File: src/rtl/c_encoder_3_pending_pkg.sv
// Shared constants and helpers for the 8-to-3 pending request encoder.
package c_encoder_pkg;

    localparam int N_LINES = 8;
    localparam int SEL_W   = 3;
    localparam int CNT_W   = 4;

    localparam logic [SEL_W-1:0] LAST_RESET = 3'd7;

    function automatic logic [CNT_W-1:0] popcount(input logic [N_LINES-1:0] v);
        logic [CNT_W-1:0] cnt;
        cnt = 4'd0;
        for (int i = 0; i < N_LINES; i++) begin
            cnt = cnt + {3'b000, v[i]};
        end
        return cnt;
    endfunction

endpackage

File: src/rtl/c_priority_find.sv
// Combinational find-first-set over the request vector, searching upward from
// a start index and wrapping from line 7 back to line 0.
module c_priority_find
    import c_encoder_pkg::*;
(
    input  logic [N_LINES-1:0] req,
    input  logic [SEL_W-1:0]   start,
    output logic [SEL_W-1:0]   idx,
    output logic               found
);

    logic [SEL_W-1:0] pos_s;

    // Walk the eight positions from start; the first set bit is latched into idx.
    always_comb begin
        idx   = 3'd0;
        found = 1'b0;
        pos_s = 3'd0;
        for (int i = 0; i < N_LINES; i++) begin
            pos_s = start + 3'(i);
            idx   = (!found && req[pos_s]) ? pos_s : idx;
            found = found | req[pos_s];
        end
    end

endmodule

File: src/rtl/c_encoder_3_pending.sv
// Sequential 8-to-3 request encoder with sticky pending bits and ack retire.
// Define ROUND_ROBIN_EN to rotate priority after each accepted line.
module c_encoder_3_pending
    import c_encoder_pkg::*;
#(
    parameter bit LOST_STICKY = 1'b1
) (
    input  logic                clk,
    input  logic                rst,
    input  logic                in0,
    input  logic                in1,
    input  logic                in2,
    input  logic                in3,
    input  logic                in4,
    input  logic                in5,
    input  logic                in6,
    input  logic                in7,
    input  logic                dis,
    input  logic                ack,
    output logic [SEL_W-1:0]    sel,
    output logic                valid,
    output logic [N_LINES-1:0]  pending,
    output logic [CNT_W-1:0]    pending_cnt,
    output logic                lost
);

    logic [N_LINES-1:0] req_s;
    logic [N_LINES-1:0] pending_r;
    logic [N_LINES-1:0] clr_s;
    logic [N_LINES-1:0] pending_next_s;
    logic [CNT_W-1:0]   cnt_r;
    logic               lost_r;
    logic               lost_hit_s;
    logic               accept_s;
    logic [SEL_W-1:0]   start_s;
    logic [SEL_W-1:0]   win_idx_s;
    logic               found_s;

    assign req_s = {in7, in6, in5, in4, in3, in2, in1, in0};

`ifdef ROUND_ROBIN_EN
    logic [SEL_W-1:0] last_r;

    assign start_s = last_r + 3'd1;

    // Remember the most recently accepted line so the search begins just past it.
    always_ff @(posedge clk) begin
        if (rst) begin
            last_r <= LAST_RESET;
        end else if (accept_s) begin
            last_r <= win_idx_s;
        end else begin
            last_r <= last_r;
        end
    end
`else
    assign start_s = 3'd0;
`endif

    c_priority_find u_find (
        .req   (pending_r),
        .start (start_s),
        .idx   (win_idx_s),
        .found (found_s)
    );

    // Retire mask and next-state: a new request on the retired line re-sets it.
    always_comb begin
        valid          = found_s && !dis;
        sel            = valid ? win_idx_s : 3'd0;
        accept_s       = ack && valid;
        clr_s          = accept_s ? (8'h01 << win_idx_s) : 8'h00;
        pending_next_s = req_s | (pending_r & ~clr_s);
        lost_hit_s     = |(req_s & pending_r & ~clr_s);
    end

    // Pending bits, their popcount and the dropped-request flag.
    always_ff @(posedge clk) begin
        if (rst) begin
            pending_r <= 8'h00;
            cnt_r     <= 4'd0;
            lost_r    <= 1'b0;
        end else begin
            pending_r <= pending_next_s;
            cnt_r     <= popcount(pending_next_s);
            if (LOST_STICKY) begin
                lost_r <= lost_r | lost_hit_s;
            end else begin
                lost_r <= lost_hit_s;
            end
        end
    end

    assign pending     = pending_r;
    assign pending_cnt = cnt_r;
    assign lost        = lost_r;

endmodule

File: config.mk
export PLATFORM = sky130hd
export DESIGN_NAME = c_encoder_3_pending
export DESIGN_NICKNAME = d
export VERILOG_FILES = /design/src/rtl/c_encoder_3_pending_pkg.sv /design/src/rtl/c_priority_find.sv /design/src/rtl/c_encoder_3_pending.sv
export SDC_FILE = /design/constraint.sdc
export NUM_CORES = 1
export LEC_CHECK = 0
export CAP_MARGIN = 10
export CORE_AREA = 2 2 66 68
export DETAILED_ROUTE_END_ITERATION = 6
export DIE_AREA = 0 0 68 70
export GPL_TIMING_DRIVEN = 0
export PLACE_DENSITY = 0.67
export SLEW_MARGIN = 5
export SYNTH_ARGS = -nofsm -noshare
export SYNTH_HDL_FRONTEND = slang
export SYNTH_HIERARCHICAL = 1
export SYNTH_SLANG_ARGS = --single-unit
export TNS_END_PERCENT = 50
File: constraint.sdc
create_clock -name clk -period 4.98 [get_ports clk]
set_input_delay 0.498 -clock clk [delete_from_list [all_inputs] [get_ports clk]]
set_output_delay 0.498 -clock clk [all_outputs]
set_load 0.005 [all_outputs]
### Yosys cells after proc, flatten, opt, wreduce, memory -nomap -nowiden

Cells that the tools add are included.

* flip-flop bits (word level): 13
* input bits: 12
* output and inout port bits: 17
* logic and storage cells: 51

* $add $sub $neg: 7
* shift operators: 1
* multiplexer cells: 9
* bitwise logic cells: 13
* reduce and logical (&&, ||, !) cells: 18

Operator list (count)
* $and A8 B8 Y8: 3
* $mux W3: 7
* $add A4 B1 Y4: 4
* $logic_and A1 B1 Y1: 9
* $logic_not A1 Y1: 8
* $mux W8: 1
* $not A8 Y8: 1
* $or A1 B1 Y1: 8
* $or A8 B8 Y8: 1
* $reduce_or A8 Y1: 1
* $shl A1 B3 Y8 const A: 1
* $add A3 B1 Y4: 1
* $add A2 B1 Y3: 1
* $add A1 B1 Y2: 1
* $mux W1: 1

### Logic depth before layout (Yosys ltp)

Gate-level depths: netlist of run 1.

* depth in word-level cells: 21
* mapped depth: 25
* depth with buffers taken out: 23

### Cells and area by module

Netlist of run 1, hierarchy kept.

Modules (own cells, without submodules)
* c_priority_find: instances 1, cells an instance 98, area an instance 843.3 um^2, seq. area each 0.0 um^2
* c_encoder_3_pending: instances 1, cells an instance 81, area an instance 737.0 um^2, seq. area each 260.2 um^2

### Worst setup path before layout of run 1

OpenSTA, ideal clock, no wires.

* path type: register to register
* start point: reg pending_r[2] (netlist: pending[2])
* end point: reg cnt_r[2] (netlist: pending_cnt[2])
* setup time: 0.128 ns
* arrival: 5.001 ns
* data required time: 4.852 ns
* path slack: -0.148 ns
* cell stages (with the launch flop): 22
* path buffers: 0
* period minus slack after synthesis: 5.128 ns
* path through: dfxtp_1 mux4_1 mux2_4 nor3_2 o21ai_2 nor3b_2 nand2b_1 a32oi_1 nand3b_1 or3_1 a21oi_1 fa_1 inv_1 fa_1 inv_1 fa_1 inv_1 ha_1 inv_1 fa_1 xor2_1 nor2_1

* longest elaborated chain between the ends: 20
* elaborated cells between the ends (all ways): 37
* classes of those cells: 7 x add/sub; 1 x shift; 7 x mux; 9 x bitwise; 13 x reduce/logical

Ends and longest elaborated chain
* start, declared: line c_encoder_3_pending.sv:28 `logic [N_LINES-1:0] pending_r;`
* start signal, assigned: line c_encoder_3_pending.sv:84 `pending_r <= pending_next_s;`
* $or A1 B1 Y1: line c_priority_find.sv:22 `found = found | req[pos_s];`
* $logic_not A1 Y1 or $or A1 B1 Y1 (tied branches): line c_priority_find.sv:21, c_priority_find.sv:22
* $logic_and A1 B1 Y1 (tied with other cells): line c_priority_find.sv:21 `idx = (!found && req[pos_s]) ? pos_s : idx;`
* $mux W3 (tied with other cells) (3 in series): line c_priority_find.sv:21
* $mux W3 or $logic_and A1 B1 Y1 (tied branches): line c_priority_find.sv:21
* $mux W3 (*): line c_priority_find.sv:21
* via win_idx_s[0]: line c_encoder_3_pending.sv:36 `logic [SEL_W-1:0] win_idx_s;`
* $shl A1 B3 Y8 (*): line c_encoder_3_pending.sv:72 `clr_s = accept_s ? (8'h01 << win_idx_s) : 8'h00;`
* $mux W8 (*): line c_encoder_3_pending.sv:72
* $not A8 Y8 (*): line c_encoder_3_pending.sv:73 `pending_next_s = req_s | (pending_r & ~clr_s);`
* $and A8 B8 Y8 (*): line c_encoder_3_pending.sv:73
* $or A8 B8 Y8 (*): line c_encoder_3_pending.sv:73
* $add A1 B1 Y2: line c_encoder_3_pending_pkg.sv:14 `cnt = cnt + {3'b000, v[i]};`
* $add A2 B1 Y3: line c_encoder_3_pending_pkg.sv:14
* $add A3 B1 Y4: line c_encoder_3_pending_pkg.sv:14
* $add A4 B1 Y4 (3 in series): line c_encoder_3_pending_pkg.sv:14
* $add A4 B1 Y4 (*): line c_encoder_3_pending_pkg.sv:14
* end signal, assigned: line c_encoder_3_pending.sv:85 `cnt_r <= popcount(pending_next_s);`
* end, declared: line c_encoder_3_pending.sv:31 `logic [CNT_W-1:0] cnt_r;`

The timed path passes the listed nets; every way through them passes the cells marked *.
A chain may end at the register's enable or synchronous reset.

### Final worst setup path of run 1

* start point: reg pending_r[2] (netlist: pending[2])
* end point: reg cnt_r[1] (netlist: pending_cnt[1])

The elaborated chain is that of the path after synthesis.

==> summary.md, run 1 <==
| Metric | Value |
|---|---|
| Status | finished, violations left |
| Clock Path Buffers | 2 |
| Final setup margin | -181.2 ps |
| Vias/cell | 5.279 |
| Vias in the first global route | 1,637 |
| Failing checks | negative setup slack |
| Layout area overhead | 46.24% |
| GRT Resource Usage Total | 20.22% |
| IO buf count | 28 |
| # clock sinks | 13 |
| Top-Level Pins | 29 |
| # diodes | 0 |
| Final Core Density | 55.77% |
| Setup TNS Final | -328.3 ps |
| Clock Skew | 4.409 ps |
| Fin. max-slew vios | 0 |
| Core footprint | 4144 sq um |
| Post-synth ARST share | 0% |
| Hold Path Depth | 3 |
| Dpl hpwl | 3105 microns |
| Yosys reg bits | 13 |
| P_int | 0.3791 mW |
| CP max FO | 4 |
| TritonCTS Buffers | 3 |
| RSZ-0062 raised after global routing | yes |
| Fmax | 0.1938 GHz |
| Net Switching | 0.2192 mW |
| Setup crit start | pending[2] |
| Via Count | 1,568 |
| Worst-skew pair later-pin latency | 240 ps |
| Startpoint Class | flop |
| Final setup viols | 2 |
| Combinational Power Share | 62.0% |
| CP Data Arrival Time | 5280 ps |
| EDFF count, synth | 0 |
| CTS tree | yes |
| Global-route wire length before repair | 7458 microns |
| Power Density | 258.9 nW/um^2 |
| Total routed wirelength | 4339 microns |
| Lkg Pwr | 0.9771 nW |
| Synth unique cells | 56 |
| CTS H-tree lvls | 1 |
| CP required | 5090 ps |
| GP Congestion | 0.9122 |
| Sw Ratio | 36.64% |
| Synth warnings | 6 |
| Chip width | 68 microns |
| # rows | 24 |
| Initial Utilization | 38.13% |
| Largest net degree at the start of global routing | 11 |
| Wire per inst | 14.61 microns |
| Nets | 267 |
| Top_reg_cell synth | dfxtp_1 |
| GR Overflow Total | 0 |
| Top delay family on crit path | adder cells |
| Crit path kind | flop to flop |
| Min Tclk post-route | 5161 ps |
| DR pass1 iterations | 4 |
| Post-Synthesis Cells | 179 |
| HP Class | flop to flop |
| Yosys top cell by area | dfxtp_1 |
| VDD IR max | 270.2 uV |
| R2R Path Start | pending[2] |
| Layout cells sized above 1 | 30.20% |
| CP max stage delay | 500 ps |
| Hold Startpoint | lost |
| Crit-path cells | mux4_2, mux2_4, buf_6, or2b_1, nand2_1, a21o_1, a32oi_2, nand3b_1, or3_4, a21oi_4, fa_1, inv_2, fa_1, inv_2, fa_1, inv_1, ha_2, inv_2, fa_2, nor2_1 |
| Final worst-path cycle share | 103.6% |
| Synth Area per Inst | 8.828 sq um |
| Antenna Nets Post-Route | 0 |
| Die ar. | 4760 sq um |
| Clock power frac | 15.6% |
| CP Buf/Inv Count | 5 |
| Critical path depth in cells | 20 |
| Crit-path slowest cell | fa_2 |
| R2R depth | 20 |
| Initial antenna violation count | 0 |
| DIE HEIGHT | 70 microns |
| Synth top area share | 16.47% |
| Root buffer cell | clkbuf_8 |
| Sequential share of power | 22.4% |
| Synth top area cells | dfxtp_1 (16%), mux4_1 (10%), mux2i_1 (5.7%), mux4_2 (5.7%), fa_1 (5.1%) |
| Mapped Area | 1580 sq um |
| DR iter-0 viols | 66 |
| Crit path capture type | flop |
| Reg clk slew, reported paths | 50 ps |
| DRC viols | 0 |
| Final Hold Vio Count | 0 |
| Number of max-cap violations | 0 |
| Post-synthesis sequential area ratio | 16.47% |
## power groups by stage
stage	clock [mW]	combinational, mW	sequential (mW)
CTS	0.0972	0.333	0.134
floorplan	0	0.187	0.138
global route	0.103	0.409	0.137
global placement	0	0.274	0.139
finish	0.0933	0.371	0.134
detailed placement	0	0.280	0.140
## stage by stage
step	hold WS (ps)	total power [mW]	setup slack, ps	std cells	cell area [sq um]
6_report	655.3	0.5984	-181.2	297	2311
3_3_place_gp	605.8	0.4138	-538.5	267	1966
4_1_cts	657.3	0.5646	-173.4	290	2210
5_1_grt	696.7	0.6491	-376.0	297	2311
2_1_floorplan	550.9	0.3252	15.77	187	1620
3_5_place_dp	606.7	0.4197	-655.5	267	1966
## cell families (layout without fill, tap and decap cells)
logic type | after synthesis | in the layout | share of synthesized area (%)
mux | 24 | 24 | 25.18
other cells | 1 | 9 | 0.2373
fa+ha+maj | 10 | 10 | 9.739
flops | 13 | 13 | 16.47
buf+inv | 22 | 80 | 6.017
compound gates | 39 | 39 | 17.42
xor+xnor | 4 | 4 | 2.217
simple gates | 66 | 66 | 22.72
## worst min-delay path: cells and delay by family, from the launching register on
family / cells / cell delay (ps)
AO/OA/AOI/OAI: 3 / 270
flip-flops: 1 / 340
## synthesized netlist by cell type, types with 4 or more instances
master	instances
a21oi_1	8
dfxtp_1	13
o21ai_1	4
mux2i_1	9
o21ai_0	4
fa_1	4
nor2b_1	8
or3_1	4
xor2_1	4
nand2b_1	5
mux4_1	6
nor2_1	14
inv_1	16
mux4_2	4
ha_1	5
nand2_1	16
## layer usage
metal	global-route usage, %	wire length (microns)	vias up
met5	0	0	-
met4	9.333	93	0
met3	2.576	137	10
met2	33.66	2257	44
met1	25.33	1850	733
li1	-	-	781
## registers in the layout, indices dropped and copies added (netlist names)
name / cells
lost: 1
pending: 8
pending_cnt: 4
## final timing paths
path                                        to  slack [ps]
worst max-delay path            pending_cnt[1]        -180
worst min-delay path                      lost         660
worst max register to register  pending_cnt[1]        -180
worst min register to register            lost         660
## what timing repair did
| item | CTS | global route |
|---|---|---|
| buffers inserted | 19 | 7 |
| gates resized for setup | 23 | 12 |
| endpoints found under the hold margin | 0 | 0 |
| pin swaps | 11 | 13 |
| hold buffers | 0 | 0 |
| setup endpoints to repair | 4 | 4 |
## placed cells by master (no fill, tap or decap), types with 4 or more instances in the layout
| master | Yosys | routed |
|---|---|---|
| ha_1 | 5 | 4 |
| dfxtp_4 | 0 | 4 |
| nand2b_1 | 5 | 5 |
| nand2_1 | 16 | 16 |
| mux2i_1 | 9 | 8 |
| dfxtp_1 | 13 | 7 |
| conb_1 | 1 | 9 |
| o21ai_1 | 4 | 4 |
| inv_1 | 16 | 13 |
| o21ai_0 | 4 | 4 |
| nor2_1 | 14 | 12 |
| mux4_2 | 4 | 8 |
| nor2b_1 | 8 | 8 |
| buf_4 | 1 | 26 |
| xor2_1 | 4 | 4 |
| clkdlybuf4s50_1 | 0 | 28 |
| a21oi_1 | 8 | 6 |
## cell type report
class / instances / area (sq um)
Multi-Input combinational cell: 152 / 1349
Sequential cell: 13 / 277.8
Fill cell: 375 / 1833
Clock buffer: 4 / 45.04
Buffer: 5 / 31.28
Timing Repair Buffer: 54 / 479.2
Tap cell: 52 / 65.06
Inverter: 17 / 63.81
Note: power is estimated with default switching activity, not from simulation.
==> run 2: changes to the inputs <==
--- a/config.mk
+++ b/config.mk
@@ -16,4 +16,3 @@
 export SYNTH_HDL_FRONTEND = slang
 export SYNTH_HIERARCHICAL = 1
 export SYNTH_SLANG_ARGS = --single-unit
-export TNS_END_PERCENT = 50
==> summary.md, run 2 (synthesis gave the netlist of run 1 again) <==
| Metric | Value |
|---|---|
| Min Tclk post-route | 5166 ps (+4.439 ps) |
| Final Instance Area | 2313 sq um (+0.11%) |
| Root buffer cell | clkbuf_8 |
| Antenna Nets Post-Route | 0 (unchanged) |
| CTS tree | yes |
| Vias/cell | 5.273 (-0.13%) |
| Startpoint Class | flop |
| Top delay family on crit path | adder cells |
| Hold Slack | 655.3 ps (unchanged) |
| Fmax | 0.1936 GHz (about the same) |
| CTS H-tree lvls | 1 (unchanged) |
| Final Hold Vio Count | 0 (unchanged) |
| CP Data Arrival Time | 5280 ps (about the same) |
| Fin. max-slew vios | 0 (unchanged) |
| CP required | 5090 ps (about the same) |
| Layout cells sized above 1 | 30.61% (+0.41 points) |
| Clock Path Buffers | 2 (unchanged) |
| Chip width | 68 microns (unchanged) |
| DIE HEIGHT | 70 microns (unchanged) |
| CP max stage delay | 500 ps (about the same) |
| Worst-skew pair later-pin latency | 240 ps (about the same) |
| GR Overflow Total | 0 (unchanged) |
| Storage cell area | 277.8 sq um (unchanged) |
| Commonest cells after routing, fill and taps aside | clkdlybuf4s50_1 (28), buf_4 (26), nand2_1 (16), inv_1 (13), nor2_1 (12) |
| HP Class | flop to flop |
| DRC viols | 0 (unchanged) |
| Top-Level Pins | 29 (unchanged) |
| Crit-path slowest cell | fa_2 |
| GRT Resource Usage Total | 20.22% (unchanged) |
| DR pass1 iterations | 4 (unchanged) |
| # clock sinks | 13 (unchanged) |
| Crit-path cells | mux4_2, mux2_4, buf_6, or2b_1, nand2_1, a21o_1, a32oi_2, nand3b_1, or3_4, a21oi_4, fa_1, inv_2, fa_1, inv_2, fa_1, inv_1, ha_2, inv_2, fa_2, nor2_1 |
| Max reg flops | 8 (unchanged) |
| Failing checks | negative setup slack |
| Area of the multi-input gates | 1351 sq um (+0.19%) |
| Via Count | 1,566 (-0.13%) |
| Final setup viols | 2 (unchanged) |
| IO buf count | 28 (unchanged) |
| Nets | 267 (unchanged) |
| Reg clk slew, reported paths | 50 ps (about the same) |
| Core footprint | 4144 sq um (unchanged) |
| GP Congestion | 0.9122 (unchanged) |
| Clock Skew | 4.409 ps (unchanged) |
| Vias in the first global route | 1,637 (unchanged) |
| CP max FO | 4 (unchanged) |
| DR iter-0 viols | 74 (+12%) |
| RSZ-0062 raised after global routing | yes |
| Number of max-cap violations | 0 (unchanged) |
| CP Buf/Inv Count | 5 (unchanged) |
| Lkg Pwr | 0.9790 nW (+0.19%) |
| TritonCTS Buffers | 3 (unchanged) |
| Placed Area | 1966 sq um (unchanged) |
| Commonest non-fill, non-tap cell in the layout | clkdlybuf4s50_1 |
| Initial Utilization | 38.13% (unchanged) |
| Fillers | 374 (-0.27%) |
| Final worst-path cycle share | 103.7% (about the same) |
| Power Density | 259.3 nW/um^2 (+0.16%) |
| Layout area overhead | 46.40% |
| Dpl hpwl | 3105 microns (unchanged) |
| Die ar. | 4760 sq um (unchanged) |
| Total routed wirelength | 4358 microns (+0.44%) |
| Global-route wire length before repair | 7458 microns (unchanged) |
| Wire per inst | 14.67 microns (+0.44%) |
| Crit path capture type | flop |
| Final setup margin | -185.6 ps (-4.439 ps) |
| Largest net degree at the start of global routing | 11 (unchanged) |
| # rows | 24 (unchanged) |
| # diodes | 0 (unchanged) |
| Initial antenna violation count | 0 (unchanged) |
| Hold Buf Count CTS | 0 (unchanged) |
| VDD IR max | 270.2 uV (about the same) |
| Crit path kind | flop to flop |
| Status | finished, violations left |
run 2: cell counts in the layout (fill, tap and decap cells not counted):
No cell type changed its count.
run 2: timing repair:
item | 4_1_cts | 5_1_grt
resized for setup | 23 | 13
setup buffers | 19 | 7
pin swaps | 11 | 14
setup endpoints to repair | 4 | 4
run 2: final cells by class:
cell class	count	share of cell area [%]
Buffer	5	1.352
Sequential cell	13	12.01
Tap cell	52	2.812
Multi-Input combinational cell	152	58.41
Inverter	17	2.758
Clock buffer	4	1.947
Timing Repair Buffer	54	20.71
run 2: worst reg2reg max path: stages, from the launching register on:
cell,delay (ps)
dfxtp_4,330
mux4_2,480
mux2_4,320
buf_6,140
or2b_1,190
nand2_1,80
a21o_1,180
a32oi_2,270
nand3b_1,190
or3_4,440
a21oi_4,190
fa_1,450
inv_2,80
fa_1,400
inv_2,80
fa_1,390
inv_1,70
ha_2,180
inv_2,40
fa_2,510
nor2_1,40
run 2: metrics by stage:
stage                     utilization, %  total power, mW  std cells  setup WS (ps)  TNS, ps
after CTS                          53.32           0.5646        290         -173.4   -328.5
final                              55.83           0.6000        297         -185.6   -337.5
after floorplan                        -           0.3252        187          15.77        0
after detailed placement           47.43           0.4197        267         -655.5    -1678
after global routing               55.83           0.6504        297         -369.8   -826.8
after global placement             47.43           0.4138        267         -538.5    -1250
run 2: metal layers:
layer | track usage (%) | share of wire [%] | vias to the layer above
met1 | 25.33 | 43 | 729
met2 | 33.66 | 52 | 44
met4 | 9.333 | 2.4 | 0
met3 | 2.576 | 3.1 | 12
met5 | 0 | 0 | -
li1 | - | - | 781
run 2: final timing paths:
path / start / to / slack [ps] / cells past startpoint
setup reg to reg: pending[2] / pending_cnt[1] / -190 / 20
hold / removal: lost / lost / 660 / 3
hold reg to reg: lost / lost / 660 / 3
setup / recovery: pending[2] / pending_cnt[1] / -190 / 20
run 2: power by group:
group,total [mW],leakage [nW],internal (mW),switching [mW]
sequential,0.134,0.111,0.122,0.0122
combinational,0.373,0.845,0.201,0.171
clock,0.0933,0.0228,0.0565,0.0368
total,0.600,0.979,0.380,0.220
